## src/rtl/seq_divider.sv

```systemverilog
// Multi-cycle unsigned restoring divider: 2*WIDTH-bit dividend / WIDTH-bit divisor,
// one quotient bit per clock, start/done handshake.
module seq_divider #(
  parameter int WIDTH = 4
) (
  input  logic               clk,
  input  logic               rst,
  input  logic               start,
  input  logic [2*WIDTH-1:0] dividend,
  input  logic [WIDTH-1:0]   divisor,
  output logic               ready,
  output logic               done,
  output logic [2*WIDTH-1:0] quotient,
  output logic [WIDTH-1:0]   remainder,
  output logic               div_by_zero
);
  localparam int DW = 2 * WIDTH;
  localparam int CW = $clog2(DW + 1);

  typedef enum logic [1:0] {IDLE, RUN, DONE} state_t;

  state_t          state, nstate;
  logic [WIDTH:0]  prem;
  logic [DW-1:0]   sreg;
  logic [WIDTH-1:0] dvs;
  logic [CW-1:0]   cnt;

  logic [WIDTH:0]  shifted, trial, nprem;
  logic [DW-1:0]   nsreg;
  logic            last;

  // One restoring step; prem < dvs always holds, so its top bit is free to shift out.
  always_comb begin
    shifted = {prem[WIDTH-1:0], sreg[DW-1]};
    trial   = shifted - {1'b0, dvs};
    nprem   = trial[WIDTH] ? shifted : trial;
    nsreg   = {sreg[DW-2:0], ~trial[WIDTH]};
    last    = (cnt == CW'(DW - 1));
  end

  always_ff @(posedge clk or posedge rst) begin
    if (rst) state <= IDLE;
    else     state <= nstate;
  end

  always_comb begin
    nstate = state;
    ready  = 1'b0;
    done   = 1'b0;
    case (state)
      IDLE: begin
        ready = 1'b1;
        if (start) nstate = (divisor == '0) ? DONE : RUN;
      end
      RUN:  if (last) nstate = DONE;
      DONE: begin
        done   = 1'b1;
        nstate = IDLE;
      end
      default: nstate = IDLE;
    endcase
  end

  always_ff @(posedge clk or posedge rst) begin
    if (rst) begin
      prem        <= '0;
      sreg        <= '0;
      dvs         <= '0;
      cnt         <= '0;
      quotient    <= '0;
      remainder   <= '0;
      div_by_zero <= 1'b0;
    end else begin
      case (state)
        IDLE: if (start) begin
          dvs  <= divisor;
          prem <= '0;
          sreg <= dividend;
          cnt  <= '0;
          if (divisor == '0) begin
            quotient    <= '1;
            remainder   <= '0;
            div_by_zero <= 1'b1;
          end
        end
        RUN: begin
          prem <= nprem;
          sreg <= nsreg;
          cnt  <= cnt + CW'(1);
          if (last) begin
            quotient    <= nsreg;
            remainder   <= nprem[WIDTH-1:0];
            div_by_zero <= 1'b0;
          end
        end
        default: ;
      endcase
    end
  end
endmodule

```

## config.mk

```make
export PLATFORM = sky130hd
export DESIGN_NAME = seq_divider
export DESIGN_NICKNAME = d
export VERILOG_FILES = /design/src/rtl/seq_divider.sv
export SDC_FILE = /design/constraint.sdc
export NUM_CORES = 1
export LEC_CHECK = 0
export CORE_UTILIZATION = 30
export DETAILED_ROUTE_END_ITERATION = 16
export PLACE_DENSITY = 0.57
export SYNTH_ARGS = -nofsm -noshare
export SYNTH_HDL_FRONTEND = slang
export SYNTH_SLANG_ARGS = --single-unit
```

## constraint.sdc

```tcl
create_clock -name clk -period 4.6 [get_ports clk]
set_clock_uncertainty 0.2 [all_clocks]
set_input_delay 0.92 -clock clk [delete_from_list [all_inputs] [get_ports clk]]
set_output_delay 0.92 -clock clk [all_outputs]
set_load 0.05 [all_outputs]
```

* Word-level counts from Yosys, hierarchy flattened
Index checks and enable logic that the tools add are counted.
** Operators by class
- $add $sub $neg :: 2
- Equal/unequal tests :: 6
- Mux-type cells :: 25
- Bitwise logic cells :: 1
- Reduce and logical (&&, ||, !) cells :: 7
** Operators by type and width (count)
- 8-bit 2-to-1 mux :: 4
- 8-bit case mux with 2 select lines :: 2
- 4-bit 2-to-1 mux :: 6
- 4-bit case mux with 2 select lines :: 3
- 2-bit 2-to-1 mux :: 3
- 2-bit inequality test, second input constant :: 3
- 2-bit AND reduction :: 3
- 1-bit 2-to-1 mux :: 5
- 5-bit by 4-bit subtractor with 5-bit output :: 1
- 4-bit by 1-bit adder with 4-bit output, second input constant :: 1
- 4-bit by 3-bit == test with 1-bit output, second input constant :: 1
- 4-bit logical NOT :: 1
- 2-bit case mux with 2 select lines :: 1
- 4-bit AND reduction :: 1
- 2-bit by 1-bit == test with 1-bit output, second input constant :: 1
- 2-bit == test, second input constant :: 1
- 2-bit logical NOT :: 1
- 1-bit case mux with 2 select lines :: 1
- 2-bit nonzero test :: 1
- 1-bit NOT :: 1
** Storage, ports and cells
- Register bits after elaboration :: 35
- Bits of input ports :: 15
- Output and inout port bits :: 15
- Word-level logic and storage cells :: 49

* Logic depth before layout (Yosys ltp)
Gate-level depths: netlist of run 1.
- Depth after elaboration :: 4
- Depth in mapped cells :: 9

* Worst setup path after synthesis of run 1
No wires, ideal clock.
- Kind :: reg2out
- Start point :: register state[0]
- End point :: output port done
- Data arrival time :: 1.341 ns
- Setup slack :: 2.139 ns
- Cell stages (with the launch flop) :: 3
- Buffers on the path :: 1
- Cell sequence :: dfrtp_1 clkbuf_1 nor2b_1
** On the way
- Cells in the longest elaborated chain, start to end :: 2
** Ends and longest elaborated chain
- start, declared :: line 22 : state_t state, nstate;
- start signal, assigned :: line 43 : else state <= nstate;
- 2-bit == test :: line 50 : case (state)
- 1-bit 2-to-1 mux :: line 50
- end, declared :: line 12 : output logic done,
No other way between the ends.

* Final worst setup path of run 1
- Start point :: register state[0]
- End point :: output port ready
** On the way
- Cells in the longest elaborated chain, start to end :: 2
** Ends and longest elaborated chain
- 2-bit logical NOT :: line 50
- 1-bit 2-to-1 mux :: line 50
- end, declared :: line 11 : output logic ready,
No other way between the ends.

==> results by stage, run 1 <==
Synth:
- The synthesized netlist devotes 2.09% of its cell area to XOR and XNOR gates.
- The largest family of logic cells by synthesized area is simple AND/OR/NAND/NOR gates.
- For this run, the number of Yosys warnings is 0.
- Yosys mapped a number of flops with a built-in enable equal to 0.
- In the synthesized netlist the dominant register cell turns out to be sky130_fd_sc_hd__dfrtp_1.
- The share of synthesized area spent on multiplexers is under 10%.
- The synthesized netlist devotes under 10% of its cell area to adder and majority cells.
- Averaged over all synthesized cells, the footprint is around 10 µm².
- The fraction of the mapped netlist area in simple logic gates is between 10% and 20%.
- Counting distinct cell types in the post-synthesis netlist gives 33.
- The flip-flop and latch count after synthesis is 35.
- The share of the synthesized area in compound gates (AO/OA/AOI/OAI) is approximately 14%.
- By area the synthesized netlist is led by sky130_fd_sc_hd__dfrtp_1, sky130_fd_sc_hd__o21ai_0, sky130_fd_sc_hd__nand2_1, sky130_fd_sc_hd__a21oi_1, sky130_fd_sc_hd__ha_1.
- The sequential fraction of the synthesis area is between 50 and 60%.
- The proportion of register bits with asynchronous set or reset after synthesis is 100%.
- After synthesis, the largest area contributor takes up a little over half of total cell area.
- When the netlist entered floorplanning its net count stood at between 150 and 200.
- Counting every instance in the synthesized netlist gives about 170.
- The summed instance area of the synthesized netlist is between 1500 and 2000 µm².
- The biggest area contributor in the post-synthesis netlist is sky130_fd_sc_hd__dfrtp_1.

Route:
- The final layout contains routed wiring with a total length of ~3400 µm.
- The detailed router finished its first iteration with 65 violations.
- The final routed wire length divided by cell count is ~13 µm.
- The final route contains between 1,000 and 1,500 vias.
- For this run, design rule violations remaining after detail routing come to 0.
- The count of nets left with antenna violations after detail routing is 0.
- The first detailed-routing pass ran for 4 iterations.
- After detailed routing, the number of vias per cell comes to roughly 4.4.

Floorplan:
- 30 I/O pins were placed.
- The die is between 70 and 80 µm tall.
- After floorplanning, the core was divided into 26 placement rows.
- In this run the horizontal extent of the chip is between 70 and 80 µm.
- The starting density of the core is between 30% and 40%.
- The total die area is around 6000 µm².
- The area of the core is between 5000 and 6000 µm².

Timing:
- The number of max-slew violations in the final report is 0.
- Dividing the final minimum period by the clock period gives about two thirds.
- The routed design could run at a clock period as short as just over 3000 ps.
- The tightest hold path in the finished design has a slack of between 200 and 300 ps.
- Measured against its own limit, the worst slew margin works out to a little under three fifths.
- Setup repair after global routing left no endpoint under its margin.
- Static timing analysis puts the maximum clock frequency at 0.330 GHz.
- The transition time at the pin with the least slew margin is ~630 ps.
- Summed over all failing endpoints, the final setup total negative slack is 0 ps.
- The final count of hold timing violations came to 0.
- Setup violations remaining at the end of the flow were counted as 0.

Global route:
- The first global-routing pass estimated 5970 µm of wire.
- The via count of the first global-routing pass is between 1,000 and 1,500.
- Entering global routing, the biggest net connects 36 pins.
- The total track usage is a little over an eighth.
- The initial antenna violation count was 0.
- For this run the aggregate overflow at the end of global routing stands at 0.

Worst setup path:
- The critical path arrival is roughly 1900 ps.
- The endpoint type of the worst setup path is an output port.
- The slowest library cell on the worst path is sky130_fd_sc_hd__clkdlybuf4s50_1.
- The worst setup path is launched from a register.
- The highest cell delay on the worst timing path is approximately 840 ps.
- STA puts the critical path data required time at between 3000 and 4000 ps.
- The signal on the critical path passes through nor2_1 -> clkdlybuf4s50_1.
- The critical path in this run is classified as reg2out.
- The maximum fanout count along the critical path is 16.

CTS:
- The clock tree from TritonCTS is yes.
- The number of buffers inserted for hold repair after clock tree synthesis is 0.
- The root buffer cell chosen for the clock tree is sky130_fd_sc_hd__clkbuf_8.
- Buffers added to address setup during post-CTS repair amount to 0.
- The number of sinks driven by the clock tree is 35.
- The clock-pin slew on the worst setup and hold paths is approximately 70 ps.
- Buffers inserted during clock tree synthesis total 5.
- The number of gates resized after cts is 0.
- Counting along the longest clock path gives a buffer depth of 2.
- The deepest level of the CTS H-tree is 2.
- The clock insertion delay at the later pin of the skew report is 280 ps.

Cells and area:
- The core utilization of the finished layout is 40.4%.
- The number of non-filler instances in the completed layout is about 270.
- At the end of the flow, the number of nets in the layout was approximately 220.
- In the final layout, the share of cells above drive strength 1 is under 10%.
- The number of diodes added for antenna fixing is 0.
- The library cells used most frequently in the layout, excluding fill and tap cells, are sky130_fd_sc_hd__dfrtp_1, sky130_fd_sc_hd__clkdlybuf4s50_1, sky130_fd_sc_hd__nand2_1.
- The area growth from synthesis to final layout is 26.1%.
- The finished cells cover ~2100 µm².
- The most frequent standard cell in the layout excluding fill and tap cells is sky130_fd_sc_hd__dfrtp_1.

Hold path:
- The worst hold path belongs to the class reg2reg.

Status:
- The run finished with clean final reports.

Pwr:
- VDD sags by at most 0.397 mV.
- The cell leakage power is roughly 0.96 nW.
- Power spread over the standard cell area amounts to 810 nW/µm².

Placement:
- The detailed placement HPWL is ~2500 µm.
- In this run the cell area measured after placement is ~2000 µm².
- The global placement routability congestion is ~0.72.
- After detailed placement, the design holds a cell count of between 200 and 300.
- Buffers placed on the I/O ports in this run total 29.

Job:
- The tool flagged a number of max-cap violations equal to 0.
## cell usage after synthesis (all sizes together), types with 3 or more instances
cell type,number
dfrtp,35
nand2,22
o21ai,21
a21oi,14
inv,14
nor2,6
nor3,6
and3b,5
buf,5
ha,5
mux2i,4
clkbuf,3
mux2,3
nand2b,3
nor2b,3
xor2,3
## critical path, delay by kind of cell (launching register included)
kind / cells / cell delay, ps
buffers and inverters: 1 / 840
DFF: 1 / 560
and+or+nand+nor: 1 / 240
## sequential cells by signal (all words and copies together) (netlist names)
register	flops
remainder	4
div_by_zero	1
quotient	8
cnt	4
state	2
sreg	8
dvs	4
prem	4
## kinds of logic (layout without fill, tap and decap cells)
family,count (synthesis),in the layout
buffers and inverters,22,53
DFF,35,35
and+or+nand+nor,51,51
xor gates and xnor gates,4,4
muxes,7,7
adders and majority gates,6,6
AOI/OAI and AO/OA,42,42
## cell type report
cell class                 count  area, µm²
multi-input combinational    110        694
clock buffer                   8        100
tap                           70       87.6
sequential                    35        876
inverter                      14       52.6
timing repair buffer          31        305
fill                         526       3120
## path summary, 6_finish.rpt
| kind | from | endpoint | slack, ps | cells after the start |
|---|---|---|---|---|
| worst min-delay path | sreg[7] | sreg[7] | 280 | 2 |
| max in group asynchronous | rst | cnt[1] | 3050 | 3 |
| worst min register to register | sreg[7] | sreg[7] | 280 | 2 |
| min in group asynchronous | rst | prem[2] | 830 | 3 |
| worst max register to register | sreg[7] | prem[0] | 1840 | 8 |
| worst max-delay path | state[0] | ready | 1570 | 2 |
## through the flow
stage          total power, mW  setup WS (ps)
2_1_floorplan             1.24           2140
3_3_place_gp              1.48           1680
3_5_place_dp              1.50           1680
4_1_cts                   1.74           1540
5_1_grt                   1.85           1430
6_report                  1.71           1570
## report_power, final
part / internal, mW / total, mW / switching, mW / leakage (nW)
Clock: 0.137 / 0.241 / 0.104 / 0.0515
Combinational: 0.362 / 0.904 / 0.542 / 0.483
Sequential: 0.459 / 0.569 / 0.110 / 0.422
Total: 0.958 / 1.71 / 0.756 / 0.956
## per-layer routing
metal | global-route usage, % | part of all wire (%) | vias up
met4 | 5.19 | 1.5 | 0
met5 | 0 | 0 | -
met3 | 2.74 | 4.1 | 5
met2 | 18.4 | 43 | 22
met1 | 19.1 | 51 | 526
li1 | - | - | 623
Power figures use the tool's default switching activity.
==> run 2, diff against run 1 <==
--- a/config.mk
+++ b/config.mk
@@ -7,7 +7,7 @@
 export LEC_CHECK = 0
 export CORE_UTILIZATION = 30
 export DETAILED_ROUTE_END_ITERATION = 16
-export PLACE_DENSITY = 0.57
+export PLACE_DENSITY = 0.59
 export SYNTH_ARGS = -nofsm -noshare
 export SYNTH_HDL_FRONTEND = slang
 export SYNTH_SLANG_ARGS = --single-unit
==> constraint.sdc (replaced) <==
create_clock -name clk -period 2.7 [get_ports clk]
set_clock_uncertainty 0.2 [all_clocks]
set_input_delay 0.54 -clock clk [delete_from_list [all_inputs] [get_ports clk]]
set_output_delay 0.54 -clock clk [all_outputs]
set_load 0.05 [all_outputs]
==> results by stage, run 2 (synthesis results as in run 1) <==
Pwr:
- The total chip power is 3.09 mW (+80%).
- The switching power of the nets was 1.31 mW (+74%).
- The clock share of power is 15.8% (+1.8 points).
- The cell leakage power is 1.00 nW (+4.9%).
- The switching portion of total power came to 42.6% (-1.5 points).
- The relative contribution of sequential cells to total power came to 31.0% (-2.2 points).
- The internal power is 1.77 mW (+85%).
- The peak ir drop on the vdd network was 0.526 mV (+33%).
- The portion of total power attributed to combinational logic is 53.2% (+0.4 points).
- The power density over the cells is 1410 nW/µm² (+74%).

Worst setup path:
- The critical path required time is 1960 ps (-1520 ps).
- The startpoint type of the worst setup path is a register.
- The depth of the worst register-to-register path was 9 (+1).
- The critical path goes through nor2b_1 -> clkdlybuf4s50_1.
- The slack of the worst reg-to-reg path is 250 ps (-1590 ps).
- On the critical path, the stage with the largest delay is an instance of sky130_fd_sc_hd__clkdlybuf4s50_1.
- The highest cell delay on the worst timing path is 810 ps (-30 ps).
- The endpoint type of the worst setup path is an output port.
- The maximum fanout count along the critical path was 10 (-6).
- The worst register-to-register path ends at prem[3].
- The critical path arrival was 1780 ps (-130 ps).
- The worst register-to-register path begins at sreg[7].
- The start-to-end type of the worst setup path is reg2out.

Cells and area:
- In the layout the commonest cells are sky130_fd_sc_hd__dfrtp_1, sky130_fd_sc_hd__clkdlybuf4s50_1, sky130_fd_sc_hd__nand2_1.
- The number of nets in the layout came to 225 (+3.2%).
- Compared with the post-synthesis result, the final layout area differs by 30.6%.
- In the final layout, the registers with the most flip-flops are quotient (8), sreg (8).
- The number of diodes added for antenna fixing was 0 (unchanged).
- The fraction of final layout cells with drive strength greater than 1 came to 11.7% (+4.6 points).
- Leaving out fill and tap cells, the most frequent cell in the layout is sky130_fd_sc_hd__dfrtp_1.
- The fill cell instance count of the final layout is 505 (-4.0%).

Placement:
- The detailed placement HPWL came to 2410 µm (-2.7%).
- The count of buffers from port buffering is 29 (unchanged).
- The global placement routability congestion is 0.744 (+2.6%).
- The setup slack after placement came to 202 ps (-1480 ps).

CTS:
- The clock-pin slew on the worst setup and hold paths is 70 ps (about the same).
- The number of sinks driven by the clock tree was 35 (unchanged).
- The number of buffers inserted for hold repair after clock tree synthesis came to 0 (unchanged).
- The TritonCTS buffer count is 5 (unchanged).
- The clock insertion delay at the later pin of the skew report came to 280 ps (about the same).
- The clock tree root driver cell is sky130_fd_sc_hd__clkbuf_8.
- TritonCTS built the clock tree.
- The maximum clock insertion buffer count is 2 (unchanged).
- The deepest level of the CTS H-tree was 2 (unchanged).

Timing:
- The transition time at the pin with the least slew margin is 503 ps (-131 ps).
- The final period utilization is 93.5%.
- The post-route worst setup slack is 176 ps (-1390 ps).
- The number of max-slew violations in the final report came to 0 (unchanged).
- The total negative setup slack was 0 ps (unchanged).
- Setup repair after global routing left no endpoint under its margin.
- The final count of negative-setup-slack endpoints is 0 (unchanged).
- For this run, the top clock speed supported by timing is between 0.3 and 0.4 GHz.
- The tightest slew margin relative to the limit was 66.3% (+9.0 points).
- The final count of hold timing violations was 0 (unchanged).
- The routed design could run at a clock period as short as about 2500 ps.

Job:
- The count of maximum capacitance violations is 0 (unchanged).

Route:
- The count of nets left with antenna violations after detail routing was 0 (unchanged).
- The via total after detailed routing is 1,236 (+5.1%).
- The number of DRC violations after detailed routing came to 0 (unchanged).
- The final routed wire length divided by cell count was 12.1 µm (-4.2%).
- The detailed-route wire length is 3320 µm (-1.7%).
- The first-pass detailed-route iteration total was 4 (unchanged).
- The iteration-0 DRC count of the detailed router was 62 (-4.6%).
- The vias per cell came to 4.49 (+2.4%).

Floorplan:
- The width of the die came to 76.8 µm (unchanged).
- The area of the core is 5240 µm² (unchanged).
- The starting density of the core is 32.0% (unchanged).
- The die boundary height is 76.8 µm (unchanged).
- The count of standard-cell rows is 26 (unchanged).
- The top-level port count came to 30 (unchanged).
- The total die area is 5900 µm² (unchanged).

Hold path:
- The hold-critical path endpoint is remainder[1].
- The worst hold path begins at remainder[1].
- The path category of the worst min-delay check is reg2reg.
- The cell depth of the worst hold path is 2 (unchanged).

Global route:
- The remaining global-route overflow is 0 (unchanged).
- The total track usage was 12.6% (-0.45 points).
- The initial antenna violation count is 0 (unchanged).
- The via count of the first global-routing pass came to 1,227 (+1.9%).
- The largest net degree at the start of global routing is 36 (unchanged).
- The wire length of the first global-routing pass is 5820 µm (-2.5%).

Status:
- The run finished with clean final reports.
-- run 2: changes by cell type in the layout (fill, tap and decap cells not counted) --
cell                              previous run  this run
sky130_fd_sc_hd__clkbuf_8                    7         6
sky130_fd_sc_hd__bufinv_16                   0         1
sky130_fd_sc_hd__xor2_2                      0         1
sky130_fd_sc_hd__clkinv_2                    0         1
sky130_fd_sc_hd__clkbuf_1                    1         0
sky130_fd_sc_hd__xor2_1                      3         2
sky130_fd_sc_hd__buf_4                       2        10
sky130_fd_sc_hd__clkdlybuf4s50_1            29        28
-- run 2: how the worst max path moves through the flow --
stage / start / end / slack, ps / depth (start not counted)
after global routing: sreg[7] / remainder[2] / 60 / 9
after CTS: state[1] / done / 170 / 2
after global placement: sreg[7] / remainder[3] / 280 / 9
final: state[1] / done / 180 / 2
after detailed placement: sreg[7] / prem[2] / 200 / 9
after floorplan: sreg[7] / prem[1] / 270 / 8
-- run 2: power groups by stage --
stage / sequential, mW / clock (mW) / combinational, mW
2_1_floorplan: 1.26 / 0 / 0.846
3_3_place_gp: 0.964 / 0 / 1.63
3_5_place_dp: 0.962 / 0 / 1.64
4_1_cts: 0.955 / 0.494 / 1.65
5_1_grt: 0.998 / 0.522 / 1.82
6_report: 0.956 / 0.488 / 1.64
-- run 2: per-layer routing --
layer  routed length [µm]  GRT usage [%]  part of all wire, %
met5                    0              0                    0
met3                  169           4.88                  5.1
met1                 1790           17.8                   54
met4                   15           3.46                 0.45
met2                 1350           17.6                   41
-- run 2: final cells by class --
| class | instances | area, µm² | share of cell area [%] |
|---|---|---|---|
| Inverter | 14 | 52.6 | 2.40 |
| Timing Repair Buffer | 38 | 355 | 16.2 |
| Multi-Input combinational cell | 110 | 702 | 32.0 |
| Tap cell | 70 | 87.6 | 4.00 |
| Clock inverter | 2 | 35.0 | 1.60 |
| Clock buffer | 6 | 82.6 | 3.77 |
| Sequential cell | 35 | 876 | 40.0 |
-- run 2: per-stage QoR --
step	util, %	area (µm²)	hold WS, ps	instances
finish	41.8	2190	289	275
global placement	39.4	2070	272	267
CTS	41.7	2180	290	275
global route	41.8	2190	318	275
floorplan	-	1680	248	167
detailed placement	39.4	2070	273	267
-- run 2: worst max-delay path: cells and delay by family (launching register included) --
kind | cells | cell delay (ps)
buffers and inverters | 1 | 810
flip-flops | 1 | 510
AND/OR/NAND/NOR | 1 | 180
-- run 2: timing repair --
| action | CTS | global route |
|---|---|---|
| resized for setup | 0 | 1 |
| endpoints found under the setup margin | 0 | 3 |
| setup buffers | 0 | 0 |
==> variant (settings of run 2) <==
Register the inputs `dividend` and `divisor` before use, cleared by the reset. The logic sees them one clock later. The other inputs are not delayed to match. Comments in the files are not updated.
--- a/src/rtl/seq_divider.sv
+++ b/src/rtl/seq_divider.sv
@@ -19,4 +19,17 @@
 
   typedef enum logic [1:0] {IDLE, RUN, DONE} state_t;
+
+  logic [2*WIDTH-1:0] dividend_q;
+  logic [WIDTH-1:0] divisor_q;
+
+  always_ff @(posedge clk or posedge rst) begin
+    if (rst) begin
+      dividend_q <= '0;
+      divisor_q  <= '0;
+    end else begin
+      dividend_q <= dividend;
+      divisor_q  <= divisor;
+    end
+  end
 
   state_t          state, nstate;
@@ -51,5 +64,5 @@
       IDLE: begin
         ready = 1'b1;
-        if (start) nstate = (divisor == '0) ? DONE : RUN;
+        if (start) nstate = (divisor_q == '0) ? DONE : RUN;
       end
       RUN:  if (last) nstate = DONE;
@@ -74,9 +87,9 @@
       case (state)
         IDLE: if (start) begin
-          dvs  <= divisor;
+          dvs  <= divisor_q;
           prem <= '0;
-          sreg <= dividend;
+          sreg <= dividend_q;
           cnt  <= '0;
-          if (divisor == '0) begin
+          if (divisor_q == '0) begin
             quotient    <= '1;
             remainder   <= '0;
Check against the original RTL: not equivalent (Yosys sat finds a counterexample within 4 cycles, from zero or initial values and one cycle with rst high).
==> variant against run 2 <==
Non-clock buffer count rose by 2; setup slack got worse by 0.029 ns; sequential cell count rose by 12; count of clock-buffer cells in the layout fell by 1; power rose by 6.8%; synthesized area rose by 23%; utilization fell by 2.5 points; clock power fell by 20%; wire length rose by 21%; critical path depth did not move; combinational power rose by 5%; final area rose by 17%.
==> variant: results (changes against run 2) <==
{
  "drt": {
    "drt-total-wl": {"value": 4.001, "unit": "mm", "change": "+21%"},
    "dr_wl_met3": {"value": 125, "unit": "um", "change": "-26%"},
    "top_signal_layer_used": "met4",
    "dr.first_iter.drc_count": {"value": 77, "change": "+24%"},
    "wl_met2": {"value": 1.720, "unit": "mm", "change": "+28%"}
  },
  "grt": {
    "maximum_number_of_pins_on_one_net_before_global_route_repair": {"value": 48, "change": "+33%"},
    "grt_pass1_wl": {"value": 6.982, "unit": "mm", "change": "+20%"},
    "grt_use_met2": {"value": 17.67, "unit": "%", "change": "+0.079 points"},
    "groute.layer.met1.usage": {"value": 18.14, "unit": "%", "change": "+0.34 points"},
    "grt_util_all_layers": {"value": 12.55, "unit": "%", "change": "-0.021 points"},
    "grtUsageMet3": {"value": 2.626, "unit": "%", "change": "-2.3 points"}
  },
  "final_layout": {
    "largest_registers": "dividend_q: 8 flops, quotient: 8 flops, sreg: 8 flops",
    "ratio_of_cells_with_drive_above_1_in_the_final_layout": {"value": 12.83, "unit": "%", "change": "+1.1 points"},
    "fin_nets": {"value": 248, "change": "+10%"},
    "fillcell_total": {"value": 630, "change": "+25%"}
  },
  "placement": {
    "detailed_place_hpwl": {"value": 2.782, "unit": "mm", "change": "+15%"},
    "place.gp.congestion": {"value": 0.7617, "change": "+2.4%"},
    "placed_area": {"value": 2479, "unit": "um^2", "change": "+20%"}
  },
  "pwr": {
    "pwr-share-clk": {"value": 11.9, "unit": "%", "change": "-3.9 points"},
    "power_leakage": {"value": 1.153, "unit": "nW", "change": "+15%"},
    "vdd_drop_max": {"value": 438.0, "unit": "uV", "change": "-17%"},
    "combinationalPowerShare": {"value": 52.5, "unit": "%", "change": "-0.7 points"},
    "power.net_switching": {"value": 1.445, "unit": "mW", "change": "+9.9%"}
  },
  "synthesis": {
    "share_of_the_synthesized_area_in_compound_gates_ao_oa_aoi_oai": {"value": 17.25, "unit": "%", "change": "+2.9 points"},
    "seq_total_area_yosys": {"value": 56.90, "unit": "%", "change": "+4.7 points"},
    "synth_top_area_cells": "sky130_fd_sc_hd__dfrtp_1 57%, sky130_fd_sc_hd__o21ai_0 5.1%, sky130_fd_sc_hd__nand2_1 3.3%, sky130_fd_sc_hd__ha_1 3.0%, sky130_fd_sc_hd__a21oi_2 2.5%",
    "synth_fp_nets": {"value": 210, "change": "+12%"},
    "yosys-mux-area-fraction": {"value": 2.482, "unit": "%", "change": "-1.9 points"},
    "synth_cell_types": {"value": 37, "change": "+12%"},
    "synthAdderAreaFrac": {"value": 3.995, "unit": "%", "change": "-0.93 points"}
  },
  "status": {
    "run_status": "finished clean"
  },
  "setup_path": {
    "cp_data_arrival_time": {"value": 1.81, "unit": "ns", "change": "+0.03 ns"},
    "path_max_fanout": {"value": 13, "change": "+3"}
  },
  "timing": {
    "worst_pin_slew": {"value": 0.6395, "unit": "ns", "change": "+0.1361 ns"}
  },
  "clock_network": {
    "clk-insertion-delay-late": {"value": 0.30, "unit": "ns", "change": "+0.02 ns"}
  }
}
==> variant: changes by cell type in the layout (fill, tap and decap cells not counted), moves of 5 or more <==
cell	run 2	this run
sky130_fd_sc_hd__a21oi_2	0	6
sky130_fd_sc_hd__dfrtp_1	35	47
sky130_fd_sc_hd__and3b_1	5	0
sky130_fd_sc_hd__a22oi_1	0	6
==> variant: tightest hold or removal path, stage by stage (launching register included) <==
cell	delay, ns
sky130_fd_sc_hd__dfrtp_1	0.34
sky130_fd_sc_hd__nand2_1	0.04
sky130_fd_sc_hd__o21ai_0	0.06
==> variant: area by class of cell <==
class | count | area (um^2) | share of cell area (%)
Multi-Input combinational cell | 119 | 780.7 | 30.53
Sequential cell | 47 | 1176 | 45.99
Tap cell | 77 | 96.34 | 3.767
Clock inverter | 1 | 7.507 | 0.2935
Inverter | 14 | 52.55 | 2.055
Timing Repair Buffer | 40 | 375.4 | 14.68
Clock buffer | 5 | 68.82 | 2.691
==> variant: stage by stage <==
stage	total power [mW]	hold slack, ns	std cells	setup WS, ns	utilization (%)
after floorplan	2.387	0.2385	189	0.3994	-
after global placement	2.909	0.2676	297	0.3001	38.16
after detailed placement	2.925	0.2711	297	0.2732	38.16
after CTS	3.334	0.2877	303	0.03460	39.34
after global routing	3.566	0.3001	303	0.06698	39.38
final	3.300	0.2787	303	0.1473	39.38
==> variant: timing repair <==
action / in CTS / in global routing
endpoints found under the setup margin: 0 / 1
endpoints found under the hold margin: 0 / 0
gates resized for setup: 0 / 1
hold buffers: 0 / 0
==> variant: worst paths after layout <==
path,from,endpoint,depth (start not counted)
setup / recovery,state[1],ready,2
hold / removal,remainder[1],remainder[1],2
setup reg to reg,sreg[7],remainder[1],10
hold reg to reg,remainder[1],remainder[1],2
max in group asynchronous,rst,dvs[3],3
min in group asynchronous,rst,quotient[2],3
